[config.mk]
export PLATFORM = sky130hd
export DESIGN_NAME = memory_byte_reader_flat
export DESIGN_NICKNAME = d
export VERILOG_FILES = /design/src/rtl/memory_byte_reader_if.sv /design/src/rtl/memory_byte_reader.sv /design/src/flat_wrapper.sv
export SDC_FILE = /design/constraint.sdc
export NUM_CORES = 1
export LEC_CHECK = 0
export ABC_CLOCK_PERIOD_IN_PS = 4870
export CAP_MARGIN = 20
export CORE_AREA = 2 2 105 82
export CTS_CLUSTER_DIAMETER = 80
export DETAILED_ROUTE_END_ITERATION = 6
export DIE_AREA = 0 0 107 84
export PLACE_DENSITY = 0.84
export SYNTH_ARGS = -nofsm -noshare
export SYNTH_HDL_FRONTEND = slang
export SYNTH_SLANG_ARGS = --single-unit
[constraint.sdc]
create_clock -name clk -period 4.87 [get_ports clk]
set_input_delay 0.974 -clock clk [delete_from_list [all_inputs] [get_ports clk]]
set_output_delay 0.974 -clock clk [all_outputs]
set_load 0.01 [all_outputs]
[src/rtl/memory_byte_reader_if.sv]
// Bus bundle for memory_byte_reader.
//   start/start_addr/byte_count : transfer request (host -> reader)
//   busy/done                   : transfer status (reader -> host)
//   mem_address/ramOut          : shared word address out, four bank q words in
//   m_data/m_valid/m_ready      : outgoing byte stream, valid/ready handshake
// slave  = the reader side, master = host/RAM/consumer side.
interface memory_byte_reader_if;
  logic             start;
  logic [15:0]      start_addr;
  logic [15:0]      byte_count;
  logic             busy;
  logic             done;
  logic [12:0]      mem_address;
  logic [3:0][15:0] ramOut;
  logic [7:0]       m_data;
  logic             m_valid;
  logic             m_ready;

  modport slave (
    input  start, start_addr, byte_count, ramOut, m_ready,
    output busy, done, mem_address, m_data, m_valid
  );

  modport master (
    output start, start_addr, byte_count, ramOut, m_ready,
    input  busy, done, mem_address, m_data, m_valid
  );
endinterface

[src/rtl/memory_byte_reader.sv]
// Byte-stream reader for the four 16K-byte RAM banks.
// Reads 16-bit words (bank = addr[15:14], word = addr[13:1]) and emits them
// low byte first (addr[0]=0 -> [7:0], 1 -> [15:8]) on a valid/ready stream.
// Ports:
//   clk  : rising-edge clock
//   rst  : asynchronous active-high reset
//   bus  : memory_byte_reader_if.slave (request, status, RAM, byte stream)
//
// state | meaning
// IDLE  | waiting for start
// READ  | word address driven, waiting out RAM latency, then capture word
// SEND  | presenting one byte of the captured word
// DONE  | one-cycle done pulse, then back to IDLE
module memory_byte_reader #(
  parameter int READ_LATENCY = 1
) (
  input  logic                 clk,
  input  logic                 rst,
  memory_byte_reader_if.slave  bus
);

  typedef enum logic [1:0] {IDLE, READ, SEND, DONE} state_t;

  // Wait counter is loaded with READ_LATENCY and counts down to zero, giving
  // READ_LATENCY+1 cycles in READ: one for the RAM to latch mem_address, then
  // READ_LATENCY for q to become valid.
  localparam logic [1:0] WAIT_LOAD = 2'(READ_LATENCY);

  state_t      state, next_state;
  logic [15:0] addr;
  logic [15:0] remaining;
  logic [15:0] word_reg;
  logic [1:0]  wait_cnt;
  logic [12:0] mem_addr_reg;
  logic [15:0] addr_inc;

  logic        accept;
  logic        handshake;
  logic        capture;
  logic        reread;
  logic        busy_c;
  logic        done_c;
  logic        valid_c;
  logic [7:0]  data_c;

  assign addr_inc = addr + 16'd1;

  always_ff @(posedge clk or posedge rst) begin
    if (rst) state <= IDLE;
    else     state <= next_state;
  end

  always_comb begin
    next_state = state;
    accept     = 1'b0;
    handshake  = 1'b0;
    capture    = 1'b0;
    reread     = 1'b0;
    busy_c     = 1'b0;
    done_c     = 1'b0;
    valid_c    = 1'b0;
    data_c     = 8'h00;
    case (state)
      IDLE: begin
        if (bus.start) begin
          if (bus.byte_count != 16'd0) begin
            accept     = 1'b1;
            next_state = READ;
          end else begin
            next_state = DONE;
          end
        end
      end
      READ: begin
        busy_c = 1'b1;
        if (wait_cnt == 2'd0) begin
          capture    = 1'b1;
          next_state = SEND;
        end
      end
      SEND: begin
        busy_c  = 1'b1;
        valid_c = 1'b1;
        data_c  = addr[0] ? word_reg[15:8] : word_reg[7:0];
        if (bus.m_ready) begin
          handshake = 1'b1;
          if (remaining == 16'd1) begin
            next_state = DONE;
          end else if (addr[0]) begin
            // High byte consumed: next byte lives in the next word, which may
            // also be in the next bank (or wrap from bank 3 to bank 0).
            reread     = 1'b1;
            next_state = READ;
          end
        end
      end
      DONE: begin
        busy_c     = 1'b1;
        done_c     = 1'b1;
        next_state = IDLE;
      end
      default: next_state = IDLE;
    endcase
  end

  // mem_address is registered and loaded on entry to READ so it is already
  // stable during the first READ cycle; it holds its value otherwise.
  always_ff @(posedge clk or posedge rst) begin
    if (rst) begin
      addr         <= 16'h0000;
      remaining    <= 16'h0000;
      word_reg     <= 16'h0000;
      wait_cnt     <= 2'd0;
      mem_addr_reg <= 13'h0000;
    end else begin
      if (accept) begin
        addr         <= bus.start_addr;
        remaining    <= bus.byte_count;
        mem_addr_reg <= bus.start_addr[13:1];
        wait_cnt     <= WAIT_LOAD;
      end
      if (state == READ) begin
        if (capture) word_reg <= bus.ramOut[addr[15:14]];
        else         wait_cnt <= wait_cnt - 2'd1;
      end
      if (handshake) begin
        addr      <= addr_inc;
        remaining <= remaining - 16'd1;
      end
      if (reread) begin
        mem_addr_reg <= addr_inc[13:1];
        wait_cnt     <= WAIT_LOAD;
      end
    end
  end

  assign bus.busy        = busy_c;
  assign bus.done        = done_c;
  assign bus.m_valid     = valid_c;
  assign bus.m_data      = data_c;
  assign bus.mem_address = mem_addr_reg;

endmodule

[src/flat_wrapper.sv]
// flat-port wrapper written by rule: the top's interface ports become plain ports
module memory_byte_reader_flat 
#(
  parameter int READ_LATENCY = 1
)
  (clk, rst, bus_start, bus_start_addr, bus_byte_count, bus_ramOut, bus_m_ready, bus_busy, bus_done, bus_mem_address, bus_m_data, bus_m_valid);
  memory_byte_reader_if bus_i ();
  input  logic clk;
  input  logic rst;
  input wire logic [$bits(bus_i.start)-1:0] bus_start;
  input wire logic [$bits(bus_i.start_addr)-1:0] bus_start_addr;
  input wire logic [$bits(bus_i.byte_count)-1:0] bus_byte_count;
  input wire logic [$bits(bus_i.ramOut)-1:0] bus_ramOut;
  input wire logic [$bits(bus_i.m_ready)-1:0] bus_m_ready;
  output wire logic [$bits(bus_i.busy)-1:0] bus_busy;
  output wire logic [$bits(bus_i.done)-1:0] bus_done;
  output wire logic [$bits(bus_i.mem_address)-1:0] bus_mem_address;
  output wire logic [$bits(bus_i.m_data)-1:0] bus_m_data;
  output wire logic [$bits(bus_i.m_valid)-1:0] bus_m_valid;
  assign bus_i.start = bus_start;
  assign bus_i.start_addr = bus_start_addr;
  assign bus_i.byte_count = bus_byte_count;
  assign bus_i.ramOut = bus_ramOut;
  assign bus_i.m_ready = bus_m_ready;
  assign bus_busy = bus_i.busy;
  assign bus_done = bus_i.done;
  assign bus_mem_address = bus_i.mem_address;
  assign bus_m_data = bus_i.m_data;
  assign bus_m_valid = bus_i.m_valid;
  memory_byte_reader #(.READ_LATENCY(READ_LATENCY)) u_core (.clk(clk), .rst(rst), .bus(bus_i));
endmodule
==> reports/summary.txt, run 1 <==
Status - finished clean
Critical path class - flop to output pin
HPWL Detailed - 7.93 mm
Initial antenna violation count - 0
Sinks on Clock Net - 65
Port Buffers - 123
Synthesized area - 3850 um^2
Max Clock Freq - 326 MHz
Max transition margin - 42.6%
Clock Latency Late Sink - 340 ps
Syn Area/Cell - 10.4 um^2
Final Cell Area - 5390 um^2
Gr ovfl total - 0
Sequential fraction of the synthesis area - 42.2%
Fin nets - 595
Share of layout cells above drive strength 1 - 13.7%
First-pass GRT wire length - 17.6 mm
Worst Path Arrival - 2100 ps
Number of synthesized flops with an enable pin - 0
Minimum clock period - 3070 ps
Critical Path RT - 3900 ps
Die area - 8990 um^2
Syn_nets - 476
Met1 Use GR - 34.8%
Global Route met3 Usage - 5.23%
CP Capture Type - output pin
Crit Reg-Reg Startpoint - u_core.remaining[9]$_DFFE_PP0P_
Reg-to-reg slack, setup - 2090 ps
Leak Pwr - 0.00213 uW
Most common cell after layout, fill and taps aside - clkdlybuf4s50_1
Fin. max-slew vios - 0
RSZ-0062 raised after global routing - false
Reg2reg path depth - 5
Post-synth cell types - 55
GR peak layer - met2
Total wire length - 10.8 mm
Worst Skew - 8.16 ps
Hold path cells - 1
Hold_sp - u_core.bus.mem_address[5]$_DFFE_PP0P_
GR Util met2 - 39.8%
Die width - 107 um
# DRC - 0
Die H - 84 um
Most frequent cells in the layout - clkdlybuf4s50_1, dfrtp_1, nand2_1
Tightest Pin Transition - 858 ps
Hold Buf Count CTS - 0
Post-CTS Setup Repair Bufs - 0
Hold Crit Endpoint - u_core.bus.mem_address[5]$_DFFE_PP0P_
Main flop type after synthesis - dfrtp_1
Area grow syn2layout - 39.8%
CTS tree - built
CTS Buf Count - 9
DRT iter0 DRCs - 310
Core footprint - 8090 um^2
Total power - 2840 uW
Worst VDD drop - 280 uV
CP startpoint kind - flop
Num rows - 29
Final ANT Viol Nets - 0
Ports - 124
Setup violations, final - 0
Fin crit share - 63.0%
Worst Hold Class - flop to flop
Fin Setup TNS - 0 ps
Maximum clock path buffer count - 2
Clk slew on worst S/H paths - 70 ps
Final hold viol count - 0
Placed Area - 5150 um^2
Post-DR wirelength/cell - 17.9 um
CTS root buf - clkbuf_8
Diode count - 0
Vias per cell - 5.85
Max-cap violations - 0
Initial core utilization - 47.6%
PwrDens - 528 nW/um^2
Resize count post-CTS - 0
CP max FO - 15
Gpl congestion - 0.898
H-tree depth - 3
Synthesized flop and latch total - 65
Worst r2r dst - u_core.bus.mem_address[7]$_DFFE_PP0P_
Vias - 3533
Async set-reset flop share out of synthesis - 100%
TritonRoute pass-1 iters - 5
Synth Warn # - 0
Syn Inst Count - 372
Largest net degree at the start of global routing - 37
Gr usage total - 24.9%
Vias in the first global route - 3461
## critical path, stage by stage, from the launching register on
cell             delay, ps
dfrtp_1                880
mux2i_1                170
nor2_1                 130
clkdlybuf4s50_1        570
## where the power goes
group          internal, uW  switching (uW)
sequential              803             293
clock                   278             199
combinational           718             551
total                  1800            1040
## worst max-delay path by stage
stage                                             end  cells past startpoint  slack (ps)                  startpoint
6_report                                bus_m_data[2]                      3        1800  u_core.addr[0]$_DFFE_PP0P_
5_1_grt                                 bus_m_data[3]                      3        1670  u_core.addr[0]$_DFFE_PP0P_
4_1_cts                                 bus_m_data[7]                      3        1840  u_core.addr[0]$_DFFE_PP0P_
3_5_place_dp   u_core.bus.mem_address[11]$_DFFE_PP0P_                      6        1700           bus_byte_count[1]
3_3_place_gp    u_core.bus.mem_address[2]$_DFFE_PP0P_                      6        1780           bus_byte_count[2]
2_1_floorplan              u_core.addr[0]$_DFFE_PP0P_                      1        2270                         rst
## cells in the mapped netlist (all sizes together), types with 2 or more instances
master / n / area, um^2
mux2i: 8 / 80.1
a22oi: 4 / 30.0
dfrtp: 65 / 1630
inv: 10 / 37.5
mux2: 16 / 180
a21o: 3 / 22.5
xor2: 5 / 43.8
nor3: 9 / 45.0
and2: 5 / 33.8
o22ai: 2 / 12.5
a21oi: 13 / 65.1
or3b: 3 / 26.3
xnor2: 7 / 61.3
clkbuf: 17 / 63.8
nand2: 38 / 143
nand4: 4 / 25.0
o21ai: 20 / 100
o311ai: 5 / 61.3
or4: 2 / 20.0
nor2: 31 / 116
nand3b: 2 / 15.0
mux4: 16 / 360
ha: 4 / 50.1
nor4: 11 / 68.8
or3: 3 / 23.8
a221o: 12 / 120
o211ai: 9 / 67.6
nand3: 19 / 95.1
o21ba: 2 / 20.0
buf: 5 / 50.0
and4: 5 / 45.0
nor2b: 2 / 12.5
## metrics by stage
stage / worst slack [ps] / cells / hold slack [ps] / util [%]
finish: 1800 / 604 / 477 / 66.6
global route: 1670 / 604 / 497 / 66.6
CTS: 1840 / 603 / 480 / 66.2
detailed placement: 1700 / 587 / 465 / 63.7
global placement: 1780 / 587 / 462 / 63.7
floorplan: 2270 / 372 / 472 / -
## logic make-up after synthesis
group	synth area share [%]
xor+xnor	2.73
simple gates	17.9
fa+ha+maj	1.30
mux	16.1
compound gates	15.9
buf+inv	3.93
flops	42.2
## area by class of cell
class	count	area, um^2
clock buffers	14	173
fillers	613	2710
multi-input cells	275	2080
clock inverters	2	35.0
repair buffers	130	1300
inverters	10	37.5
flip-flops and latches	65	1630
well taps	108	135
## metal layers
metal  vias to the layer above  share of wire, %
met1                      1723                42
li1                       1640                 -
met3                        15               7.3
met2                       155                50
met4                         0               1.1
met5                         -                 0
Power figures use the tool's default switching activity.
==> run 2: changes to the inputs <==
--- a/config.mk
+++ b/config.mk
@@ -5,13 +5,13 @@
 export SDC_FILE = /design/constraint.sdc
 export NUM_CORES = 1
 export LEC_CHECK = 0
-export ABC_CLOCK_PERIOD_IN_PS = 4870
+export ABC_CLOCK_PERIOD_IN_PS = 3050
 export CAP_MARGIN = 20
-export CORE_AREA = 2 2 105 82
+export CORE_AREA = 2 2 108 84
 export CTS_CLUSTER_DIAMETER = 80
 export DETAILED_ROUTE_END_ITERATION = 6
-export DIE_AREA = 0 0 107 84
-export PLACE_DENSITY = 0.84
+export DIE_AREA = 0 0 110 86
+export PLACE_DENSITY = 0.8
 export SYNTH_ARGS = -nofsm -noshare
 export SYNTH_HDL_FRONTEND = slang
 export SYNTH_SLANG_ARGS = --single-unit
==> constraint.sdc (replaced) <==
create_clock -name clk -period 3.05 [get_ports clk]
set_input_delay 0.61 -clock clk [delete_from_list [all_inputs] [get_ports clk]]
set_output_delay 0.61 -clock clk [all_outputs]
set_load 0.01 [all_outputs]
==> run 2 against run 1 <==
Setup slack lost 1300 ps. Final cell count grew 1.5%. Die area up 5.3%. Sequential cell count did not move. Cell area increased by 1.5%. Sequential power grew 55%. Clock skew rose by 3.9 ps. Critical path type unchanged. Largest cell class unchanged.
==> reports/summary.txt, run 2 (synthesized netlist as in run 1, its figures left out) <==
Status - finished clean
DRT iter0 DRCs - 220 (-29%)
Worst Hold Class - flop to flop
Total wire length - 10.7 mm (-0.64%)
# DRC - 0 (unchanged)
Final ANT Viol Nets - 0 (unchanged)
Critical Path RT - 2440 ps (-1460 ps)
Die H - 86 um (+2.4%)
Hold Buf Count CTS - 0 (unchanged)
Minimum clock period - 2560 ps
Crit-path slowest cell - dfrtp_1
Share of layout cells above drive strength 1 - 15.6% (+1.9 points)
Fin. max-slew vios - 0 (unchanged)
Vias in the first global route - 3624 (+4.7%)
CTS tree - built
Largest net degree at the start of global routing - 25 (-32%)
Clock Latency Late Sink - 350 ps (about the same)
RSZ-0062 raised after global routing - false
H-tree depth - 3 (unchanged)
Sinks on Clock Net - 65 (unchanged)
Resize count post-CTS - 0 (unchanged)
Num rows - 29 (unchanged)
Gr ovfl total - 0 (unchanged)
Crit-path cells - buf_4 -> mux2i_1 -> nor2_1 -> clkdlybuf4s50_1
Port Buffers - 123 (unchanged)
HPWL Detailed - 8.08 mm (+1.9%)
Area grow syn2layout - 41.8%
Worst Path Arrival - 1950 ps (-150 ps)
First-pass GRT wire length - 17.2 mm (-2.5%)
Worst Skew - 12.0 ps (+3.87 ps)
Post-CTS Setup Repair Bufs - 0 (unchanged)
Critical path class - flop to output pin
Tightest Pin Transition - 807 ps (-51.6 ps)
Initial core utilization - 46.4% (-1.2 points)
Gr usage total - 23.7% (-1.3 points)
CP Capture Type - output pin
Die width - 110 um (+2.8%)
Placed Area - 5230 um^2 (+1.5%)
CP max FO - 8 (-7)
Final hold viol count - 0 (unchanged)
Most common cell after layout, fill and taps aside - clkdlybuf4s50_1
Setup violations, final - 0 (unchanged)
Post-DR wirelength/cell - 17.5 um (-2.1%)
Diode count - 0 (unchanged)
CP startpoint kind - flop
Clk slew on worst S/H paths - 80 ps (about the same)
Vias - 3528 (-0.14%)
Final Cell Area - 5470 um^2 (+1.5%)
Max Clock Freq - 391 MHz
Most frequent cells in the layout - clkdlybuf4s50_1, dfrtp_1, nand2_1
Worst VDD drop - 370 uV (+32%)
Vias per cell - 5.76 (-1.6%)
Initial antenna violation count - 0 (unchanged)
Max-cap violations - 0 (unchanged)
Gpl congestion - 0.925 (+3.1%)
Max transition margin - 46.1% (+3.4 points)
Maximum clock path buffer count - 2 (unchanged)
PwrDens - 846 nW/um^2 (+60%)
Max incr delay on CP - 540 ps (-340 ps)
TritonRoute pass-1 iters - 5 (unchanged)
Die area - 9460 um^2 (+5.3%)
Ports - 124 (unchanged)
CTS Buf Count - 9 (unchanged)
Leak Pwr - 0.00219 uW (+2.4%)
Fin Setup TNS - 0 ps (unchanged)
Core footprint - 8310 um^2 (+2.7%)
CTS root buf - clkbuf_8
Fin crit share - 83.8%
Fin nets - 604 (+1.5%)
run 2: worst max-delay path: cells and delay by family (launching register included):
kind	cells	cell delay, ps
buffers and inverters	2	780
flip-flops	1	540
multiplexers	1	220
AND/OR/NAND/NOR	1	70
run 2: cell type report:
| cell class | instances | area, um^2 |
|---|---|---|
| Clock inverter | 4 | 73.8 |
| Sequential cell | 65 | 1630 |
| Timing Repair Buffer | 139 | 1350 |
| Clock buffer | 12 | 165 |
| Multi-Input combinational cell | 275 | 2080 |
| Inverter | 10 | 37.5 |
| Fill cell | 662 | 2840 |
| Tap cell | 108 | 135 |
run 2: worst paths after layout:
kind / from / to / slack, ps / cells past startpoint
worst max register to register: u_core.remaining[9]$_DFFE_PP0P_ / u_core.bus.mem_address[4]$_DFFE_PP0P_ / 590 / 6
min in group asynchronous: rst / u_core.word_reg[8]$_DFFE_PP0P_ / 590 / 2
worst min register to register: u_core.bus.mem_address[10]$_DFFE_PP0P_ / u_core.bus.mem_address[10]$_DFFE_PP0P_ / 480 / 1
worst min-delay path: u_core.bus.mem_address[10]$_DFFE_PP0P_ / u_core.bus.mem_address[10]$_DFFE_PP0P_ / 480 / 1
max in group asynchronous: rst / u_core.state[0]$_DFFE_PP0P_ / 1770 / 3
worst max-delay path: u_core.addr[0]$_DFFE_PP0P_ / bus_m_data[6] / 490 / 4
run 2: per-layer routing:
layer  track usage, %  wire [um]  share of wire (%)
met1             31.0       4530                 42
met2             39.2       5350                 50
met3             4.64        655                6.1
met4             8.29        176                1.6
met5                0          0                  0
run 2: power by group:
part	internal [uW]	leakage, uW	switching [uW]
Clock	528	0.000123	348
Combinational	1140	0.00128	904
Sequential	1280	0.000782	416
run 2: stage by stage:
stage               worst slack, ps  hold WS, ps  utilization [%]  total power (uW)  instances
global placement                359          460             62.9              3650        597
global route                    391          496             65.8              4940        613
floorplan                       748          472                -              3020        372
detailed placement              269          465             62.9              3750        597
CTS                             487          482             65.8              4630        613
finish                          493          476             65.8              4620        613
==> run 3: changes to the inputs <==
--- a/config.mk
+++ b/config.mk
@@ -5,13 +5,13 @@
 export SDC_FILE = /design/constraint.sdc
 export NUM_CORES = 1
 export LEC_CHECK = 0
-export ABC_CLOCK_PERIOD_IN_PS = 3050
+export ABC_CLOCK_PERIOD_IN_PS = 2000
 export CAP_MARGIN = 20
-export CORE_AREA = 2 2 108 84
+export CORE_AREA = 2 2 114 88
 export CTS_CLUSTER_DIAMETER = 80
 export DETAILED_ROUTE_END_ITERATION = 6
-export DIE_AREA = 0 0 110 86
-export PLACE_DENSITY = 0.8
+export DIE_AREA = 0 0 116 90
+export PLACE_DENSITY = 0.76
 export SYNTH_ARGS = -nofsm -noshare
 export SYNTH_HDL_FRONTEND = slang
 export SYNTH_SLANG_ARGS = --single-unit
==> constraint.sdc (replaced) <==
create_clock -name clk -period 2 [get_ports clk]
set_input_delay 0.4 -clock clk [delete_from_list [all_inputs] [get_ports clk]]
set_output_delay 0.4 -clock clk [all_outputs]
set_load 0.01 [all_outputs]
==> run 3 against run 2 <==
The run now ends with setup timing left. Power is 71% higher. Combinational power grew 81%. Setup slack lost 740 ps. Sequential share of layout area down 2.9 points. Critical path depth rose by 2. Hold slack hardly changed. Register-to-register slack lost 830 ps. Final cell count grew 11%. Wire length rose by 9.4%. Highest routed layer unchanged.
==> reports/summary.txt, run 3 (synthesized netlist as in run 1, its figures left out) <==
PwrDens - 1310 nW/um^2 (+55%)
Fraction of power consumed by sequential logic - 31.6% (-5.2 points)
# DRC - 0 (unchanged)
RSZ-0062 raised after global routing - true
Maximum clock path buffer count - 2 (unchanged)
CTS tree - built
Area grow syn2layout - 57.3%
Diode count - 0 (unchanged)
HPWL Detailed - 8.40 mm (+3.9%)
Sw power - 2760 uW (+65%)
Num rows - 31 (+6.9%)
Most frequent cells in the layout - clkdlybuf4s50_1, dfrtp_1, buf_4
Critical path class - flop to flop
Worst Path Arrival - 2450 ps (+500 ps)
Clock network fraction of design power - 21.5% (+2.5 points)
Internal power - 5170 uW (+75%)
CTS root buf - clkbuf_16
TritonRoute pass-1 iters - 5 (unchanged)
CP Capture Type - flop
Failing checks - setup timing
Die width - 116 um (+5.5%)
Port Buffers - 123 (unchanged)
Vias - 3739 (+6.0%)
Hold path cells - 1 (unchanged)
Initial antenna violation count - 0 (unchanged)
Area of the multi-input gates - 2200 um^2 (+5.8%)
Final Cell Area - 6060 um^2 (+11%)
CP max FO - 8 (unchanged)
Clock Latency Late Sink - 330 ps (-20 ps)
Initial core utilization - 41.1% (-5.3 points)
Sinks on Clock Net - 65 (unchanged)
Switching part of the total - 34.8% (-1.3 points)
Status - finished with violations
CTS Buf Count - 9 (unchanged)
Fin nets - 650 (+7.6%)
Seq. cell area - 1630 um^2 (unchanged)
Final ANT Viol Nets - 0 (unchanged)
Total wire length - 11.7 mm (+9.4%)
Fin. max-slew vios - 0 (unchanged)
Gpl congestion - 0.913 (-1.4%)
Post-DR wirelength/cell - 17.2 um (-1.5%)
Worst Skew - 4.12 ps (-7.92 ps)
Placed Area - 5610 um^2 (+7.4%)
Vias per cell - 5.49 (-4.6%)
Worst VDD drop - 590 uV (+59%)
Hold Buf Count CTS - 0 (unchanged)
Most common cell after layout, fill and taps aside - clkdlybuf4s50_1
Critical Path RT - 2210 ps (-230 ps)
Combinational share of power - 46.9% (+2.6 points)
CP startpoint kind - flop
Reg2reg path depth - 6 (unchanged)
Placed instance count - 664 (+11%)
Final core utilization - 64.6% (-1.2 points)
Pre-CTS WS - -442 ps (-711 ps)
Total power - 7920 uW (+71%)
Gr ovfl total - 0 (unchanged)
Filler cells - 756 (+14%)
Core footprint - 9390 um^2 (+13%)
Die area - 10400 um^2 (+10%)
H-tree depth - 3 (unchanged)
Gr usage total - 23.1% (-0.59 points)
Share of layout cells above drive strength 1 - 25.9% (+10 points)
Max transition margin - 74.7% (+29 points)
Minimum clock period - 2240 ps
Largest net degree at the start of global routing - 66 (+160%)
DRT iter0 DRCs - 228 (+3.6%)
Non-Filler Instances - 681 (+11%)
First-pass GRT wire length - 18.9 mm (+9.9%)
Tightest Pin Transition - 377 ps (-429 ps)
Clk slew on worst S/H paths - 50 ps (-30 ps)
Vias in the first global route - 3825 (+5.5%)
Final hold viol count - 0 (unchanged)
Final worst slack - -243 ps (-735 ps)
Max Clock Freq - 446 MHz
Leak Pwr - 0.00251 uW (+15%)
Die H - 90 um (+4.7%)
Worst Hold Class - flop to flop
Ports - 124 (unchanged)
Fin crit share - 112%
Max-cap violations - 0 (unchanged)
Setup violations, final - 16 (+16)
==> run 3: changes by cell type in the layout (fill, tap and decap cells not counted), moves of 4 or more <==
cell / before / now
buf_4: 16 / 55
buf_6: 0 / 4
clkbuf_16: 0 / 9
clkbuf_8: 12 / 2
clkdlybuf4s50_1: 123 / 113
dlygate4sd2_1: 0 / 10
nor2_1: 31 / 27
nor2_2: 0 / 4
==> run 3: stage by stage <==
step                setup TNS [ps]  hold slack [ps]
detailed placement          -11290              470
CTS                          -3640              481
global placement            -10320              461
global route                 -3730              488
floorplan                    -2690              473
finish                       -2950              476
==> run 3: power by group through the flow <==
stage	Clock, uW	Sequential [uW]	Combinational [uW]
after floorplan	0	2410	2200
after global placement	0	2450	3460
after detailed placement	0	2480	3580
after CTS	1730	2480	3670
after global routing	1780	2590	4040
final	1700	2510	3720
==> run 3: cell type report <==
type	instances	share of cell area, %
multi-input cells	276	36.2
repair buffers	184	28.3
inverters	10	0.681
well taps	132	2.72
flip-flops and latches	65	26.8
clock buffers	11	4.17
clock inverters	3	1.07
==> run 3: timing repair <==
| action | 4_1_cts | 5_1_grt |
|---|---|---|
| buffers inserted | 2 | 0 |
| gates resized for setup | 27 | 18 |
| endpoints found under the hold margin | 0 | 0 |
| setup endpoints to repair | 32 | 39 |
| gates cloned | 1 | 0 |
| pin swaps | 6 | 4 |
==> run 3: worst paths after layout <==
kind	from	end	slack (ps)
hold / removal	u_core.bus.mem_address[1]$_DFFE_PP0P_	u_core.bus.mem_address[1]$_DFFE_PP0P_	480
max in group asynchronous	rst	u_core.remaining[4]$_DFFE_PP0P_	1200
hold reg to reg	u_core.bus.mem_address[1]$_DFFE_PP0P_	u_core.bus.mem_address[1]$_DFFE_PP0P_	480
min in group asynchronous	rst	u_core.word_reg[11]$_DFFE_PP0P_	520
setup reg to reg	u_core.remaining[9]$_DFFE_PP0P_	u_core.bus.mem_address[3]$_DFFE_PP0P_	-240
setup / recovery	u_core.remaining[9]$_DFFE_PP0P_	u_core.bus.mem_address[3]$_DFFE_PP0P_	-240
==> run 3: critical path: stages (launching register included) <==
cell	delay, ps
dfrtp_1	380
or4_4	540
or3_4	370
o311ai_4	330
buf_6	190
nor2_2	40
a221o_1	270
==> run 3: layer usage <==
metal | vias up | GRT usage [%] | part of all wire, %
met4 | 0 | 7.24 | 1.4
met1 | 1838 | 31.0 | 43
met3 | 17 | 4.86 | 5.0
met5 | - | 0 | 0
met2 | 121 | 37.4 | 50
li1 | 1763 | - | -
==> variant 1 (config.mk and constraints of run 3) <==
The 4 states of `state_t` get a one-hot encoding in 4 bits.
--- a/src/rtl/memory_byte_reader.sv
+++ b/src/rtl/memory_byte_reader.sv
@@ -21,3 +21,3 @@
 
-  typedef enum logic [1:0] {IDLE, READ, SEND, DONE} state_t;
+  typedef enum logic [3:0] {IDLE = 4'b0001, READ = 4'b0010, SEND = 4'b0100, DONE = 4'b1000} state_t;
 
Check against the original RTL: same outputs for any inputs over 4 cycles, from zero or initial values and one cycle with rst high; so few cycles prove little.
==> variant 1 against run 3 <==
- the flow still finishes with violations (setup timing)
- sequential cell count rose by 2
- core utilization rose by 3.9 points
- clock power rose by 11%
- synthesized area rose by 3.4%
- final area rose by 6.0%
- global-route usage rose by 1.5 points
- worst setup slack improved by 0.13 ns
- sequential share of layout area fell by 0.73 points
- non-clock buffer count rose by 1
- wire length rose by 7.7%
- total power rose by 2.5%
- sequential power rose by 2%
- via count rose by 4.8%
- critical endpoint is now bus_m_data[2]
==> variant 1: results (changes against run 3) <==
- Distinct cells, synth: 51 (-7.3%)
- Placer Congestion: 0.920 (+0.83%)
- Via count: 3,918 (+4.8%)
- Worst reg2reg path startpoint: u_core.state[1]$_DFFE_PP0P_
- Seq/Total Area, Yosys: 42.1% (-0.091 points)
- Hold WS: 0.457 ns (-0.0189 ns)
- Synth top cells by count: 66 x dfrtp_1, 52 x nand2_1, 34 x nor2_1
- Final #Nets: 677 (+4.2%)
- Worst setup slack after layout: -0.110 ns (+0.132 ns)
- Clock Pin Slew Worst Setup and Hold Paths: 0.05 ns (about the same)
- Vias in the first global route: 4,011 (+4.9%)
- Cells resized by post-CTS repair: 54 (+100%)
- Post-synthesis mux area share: 17.1% (+0.98 points)
- Via-to-Cell Ratio: 5.52 (+0.51%)
- Diodes inserted: 0 (unchanged)
- Share of cells above drive strength 1: 28.7% (+2.9 points)
- Total global-route track usage: 24.6% (+1.5 points)
- Post-Synthesis Cells: 400 (+7.5%)
- First-pass GRT wire length: 19.8 mm (+4.9%)
- Worst hold path type: in -> async
- FILL cells: 721 (-4.6%)
- Synth Area in Adders: 1.26% (-0.042 points)
- Post-CTS Setup Repair Bufs: 5 (+3)
- WL final: 12.6 mm (+7.7%)
- R2R Setup Slk: -0.10 ns (+0.14 ns)
- Syn Nets: 504 (+5.9%)
- Detailed Route Iter0 Violations: 248 (+8.8%)
- Synth Area in Compound Gates: 12.7% (-3.2 points)
- Worst clock skew: 0.00473 ns (+0.000610 ns)
- FF-to-FF End: u_core.remaining[8]$_DFFE_PP0P_
- Violated checks: setup timing
- Post-DP HPWL: 8.97 mm (+6.9%)
- Worst EP arrival: 1.71 ns (-0.74 ns)
- Worst setup path endpoint: bus_m_data[2]
- Largest net degree at the start of global routing: 32 (-52%)
- Endpoints failing setup: 11 (-5)
- Worst vdd ir: 0.000784 V (+33%)
- Area contributors post-synth: dfrtp_1 41%, mux4_2 9.0%, nand2_1 4.9%, mux2_2 4.5%, mux2i_1 3.5%
- Setup TNS: -0.764 ns (+2.19 ns)
- Status: finished, violations left
- Placed cells: 686 (+3.3%)
- DP Area: 0.00580 mm2 (+3.4%)
- Leak pwr: 2.69 nW (+7.3%)
-- variant 1: layer usage --
metal / up-vias / share of wire [%] / GRT usage, %
li1: 1843 / - / -
met1: 1925 / 43 / 33.0
met2: 133 / 50 / 39.3
met3: 17 / 5.9 / 6.74
met4: 0 / 1.3 / 6.55
met5: - / 0 / 0
-- variant 1: critical path, stage by stage (launching register included) --
cell and delay [ns]:
dfrtp_1 0.38, or4b_4 0.58, buf_12 0.18, nor2_2 0.08
buf_2 0.15
-- variant 1: layout make-up --
cell class / count / area [um2] / area share [%]
timing repair buffer: 185 / 1820 / 28.4
clock inverter: 4 / 97.6 / 1.52
sequential: 67 / 1680 / 26.1
inverter: 9 / 40.0 / 0.623
clock buffer: 12 / 256 / 3.99
multi-input combinational: 301 / 2370 / 36.9
tap: 132 / 165 / 2.57
-- variant 1: report_power, final --
part / internal (mW) / switching [mW]
clock network: 1.29 / 0.591
logic: 1.99 / 1.70
registers: 2.01 / 0.547
total: 5.28 / 2.84
==> variant 2 (flow settings as in run 3) <==
Without the edit above. Reset style: synchronous (`rst`), changed in 2 clocked blocks. Comments in the files are not updated.
--- a/src/rtl/memory_byte_reader.sv
+++ b/src/rtl/memory_byte_reader.sv
@@ -47,3 +47,3 @@
 
-  always_ff @(posedge clk or posedge rst) begin
+  always_ff @(posedge clk) begin
     if (rst) state <= IDLE;
@@ -107,3 +107,3 @@
   // stable during the first READ cycle; it holds its value otherwise.
-  always_ff @(posedge clk or posedge rst) begin
+  always_ff @(posedge clk) begin
     if (rst) begin
Behaviour: differs if rst is asserted again (counterexample within 4 cycles, from zero or initial values and one cycle with rst high); with rst held inactive, the same outputs for 4 cycles.
==> variant 2 against run 3 <==
- synthesized area decreased by 4.3%
- wire length increased by 1.9%
- critical endpoint is now u_core.addr[15]$_SDFFE_PP0P_
- final area fell by 5.0%
- worst hold slack got worse by 0.056 ns
- critical path type is now in -> reg
- sequential cell count unchanged
- synthesized cell count rose by 17%
- worst setup slack better by 0.26 ns
Power is not compared: it rests on default switching activity, and its combinational part moved more than twofold at a synthesized area within 25%.
==> variant 2: results (changes against run 3) <==
- Status: completed
- Area of the multi-input gates: 0.00229 mm2 (+4.5%)
- WL final: 12.0 mm (+1.9%)
- Diodes inserted: 0 (unchanged)
- Worst reg2reg path startpoint: u_core.state[0]$_SDFFE_PP0P_
- Final #Nets: 691 (+6.3%)
- Post-synth ARST share: 0% (-100 points)
- Max Root-Sink Buffers: 2 (unchanged)
- Area contributors post-synth: dfxtp_1 35%, mux4_2 9.8%, nand2_1 7.2%, a21oi_1 6.5%, nor2_1 3.3%
- Clock-cell share of area: 5.15% (-0.093 points)
- Worst setup path endpoint: u_core.addr[15]$_SDFFE_PP0P_
- Detailed Route Iter0 Violations: 308 (+35%)
- Hold path startpoint: bus_byte_count[13]
- Worst hold path type: in -> reg
- Layout non-clock buf frac: 28.9% (+0.58 points)
- Largest net degree at the start of global routing: 36 (-45%)
- Depth of the worst hold-timing path: 3 (+2)
- Placer Congestion: 0.870 (-4.7%)
- Place WS: -0.451 ns (-0.00962 ns)
- Placed cells: 705 (+6.2%)
- Share of cells above drive strength 1: 18.6% (-7.3 points)
- R2R Setup Slk: 0.09 ns (+0.33 ns)
- FF-to-FF End: u_core.remaining[15]$_SDFFE_PP0P_
- DP Area: 0.00532 mm2 (-5.2%)
- Hold WS: 0.420 ns (-0.0560 ns)
- Seq/total area: 22.7% (-4.2 points)
- Distinct cells, synth: 59 (+7.3%)
- Multi-input gates: 330 (+20%)
- Full die area: 0.0104 mm2 (unchanged)
- Post-DP HPWL: 8.80 mm (+4.8%)
- Sequential cell count: 65 (unchanged)
- Slew Limit Headroom: 54.6% (-20 points)
- First-pass GRT wire length: 19.1 mm (+1.2%)
- Total global-route track usage: 23.1% (about the same)
- Syn Nets: 540 (+13%)
- Synth warn: 0 (unchanged)
- Multi-input combinational area share: 39.8% (+3.6 points)
- Critical Path Start: bus_byte_count[10]
- Worst skew pair latency: 0.34 ns
- Initial antenna violation count: 0 (unchanged)
- Max FO, Critical Path: 5 (-3)
- Seq/Total Area, Yosys: 35.3% (-6.9 points)
- Signal buffers: 172 (-6.5%)
- Post-Synthesis Cells: 436 (+17%)
- Layout clock buffers: 12 (+1)
- Synth top cells by count: 71 x nand2_1, 65 x dfxtp_1, 48 x a21oi_1
- Worst clock skew: 0.0118 ns (+0.00773 ns)
- Fmax: 505 MHz (+13%)
- Via count: 3,937 (+5.3%)
- Hold EP: u_core.remaining[13]$_SDFFE_PP0P_
- WL per Instance: 16.5 um (-4.0%)
- Inverters excl. clock: 9 (-1)
- FILL cells: 800 (+5.8%)
- Worst EP arrival: 2.21 ns (-0.24 ns)
- Main synth FF type: dfxtp_1
-- variant 2: cell count changes in the layout (fill, tap and decap cells not counted), moves of 7 or more --
| cell | before | now |
|---|---|---|
| nand3_1 | 17 | 10 |
| a221o_1 | 12 | 0 |
| a31oi_1 | 0 | 17 |
| dfxtp_1 | 0 | 64 |
| nand2_1 | 37 | 71 |
| o21ai_0 | 18 | 8 |
| mux2_2 | 16 | 0 |
| a21oi_1 | 11 | 48 |
| dfrtp_1 | 65 | 0 |
| buf_4 | 55 | 39 |
-- variant 2: logic make-up after synthesis --
logic type / after synthesis / synth area share [%]
buf+inv: 41 / 5.19
mux: 24 / 11.9
xor+xnor: 13 / 3.09
compound gates: 111 / 19.4
fa+ha+maj: 4 / 1.36
simple gates: 178 / 23.8
flops: 65 / 35.3
-- variant 2: report_power, final --
part | total, mW | internal [mW] | switching [mW]
combinational | 1.13 | 0.630 | 0.499
sequential | 1.52 | 1.42 | 0.109
clock | 1.58 | 1.02 | 0.563
-- variant 2: routing by layer --
layer | share of wire, % | vias to the layer above | wire length, um | global-route usage, %
li1 | - | 1908 | - | -
met1 | 45 | 1895 | 5420 | 30.3
met2 | 47 | 116 | 5660 | 36.2
met3 | 5.7 | 18 | 676 | 7.42
met4 | 1.7 | 0 | 199 | 6.94
met5 | 0 | - | 0 | 0
-- variant 2: critical path: stages --
cell and delay (ns):
clkdlybuf4s50_1 0.47, nor4_2 0.29, nand4_1 0.22, buf_6 0.20, a21oi_4 0.18, buf_6 0.15, a21oi_1 0.05, o221a_2 0.25
-- variant 2: timing repair --
item | in CTS | in global routing
endpoints found under the setup margin | 46 | 35
gates resized for setup | 17 | 20
cloned | 0 | 1
setup buffers | 0 | 2
pin swaps | 1 | 4
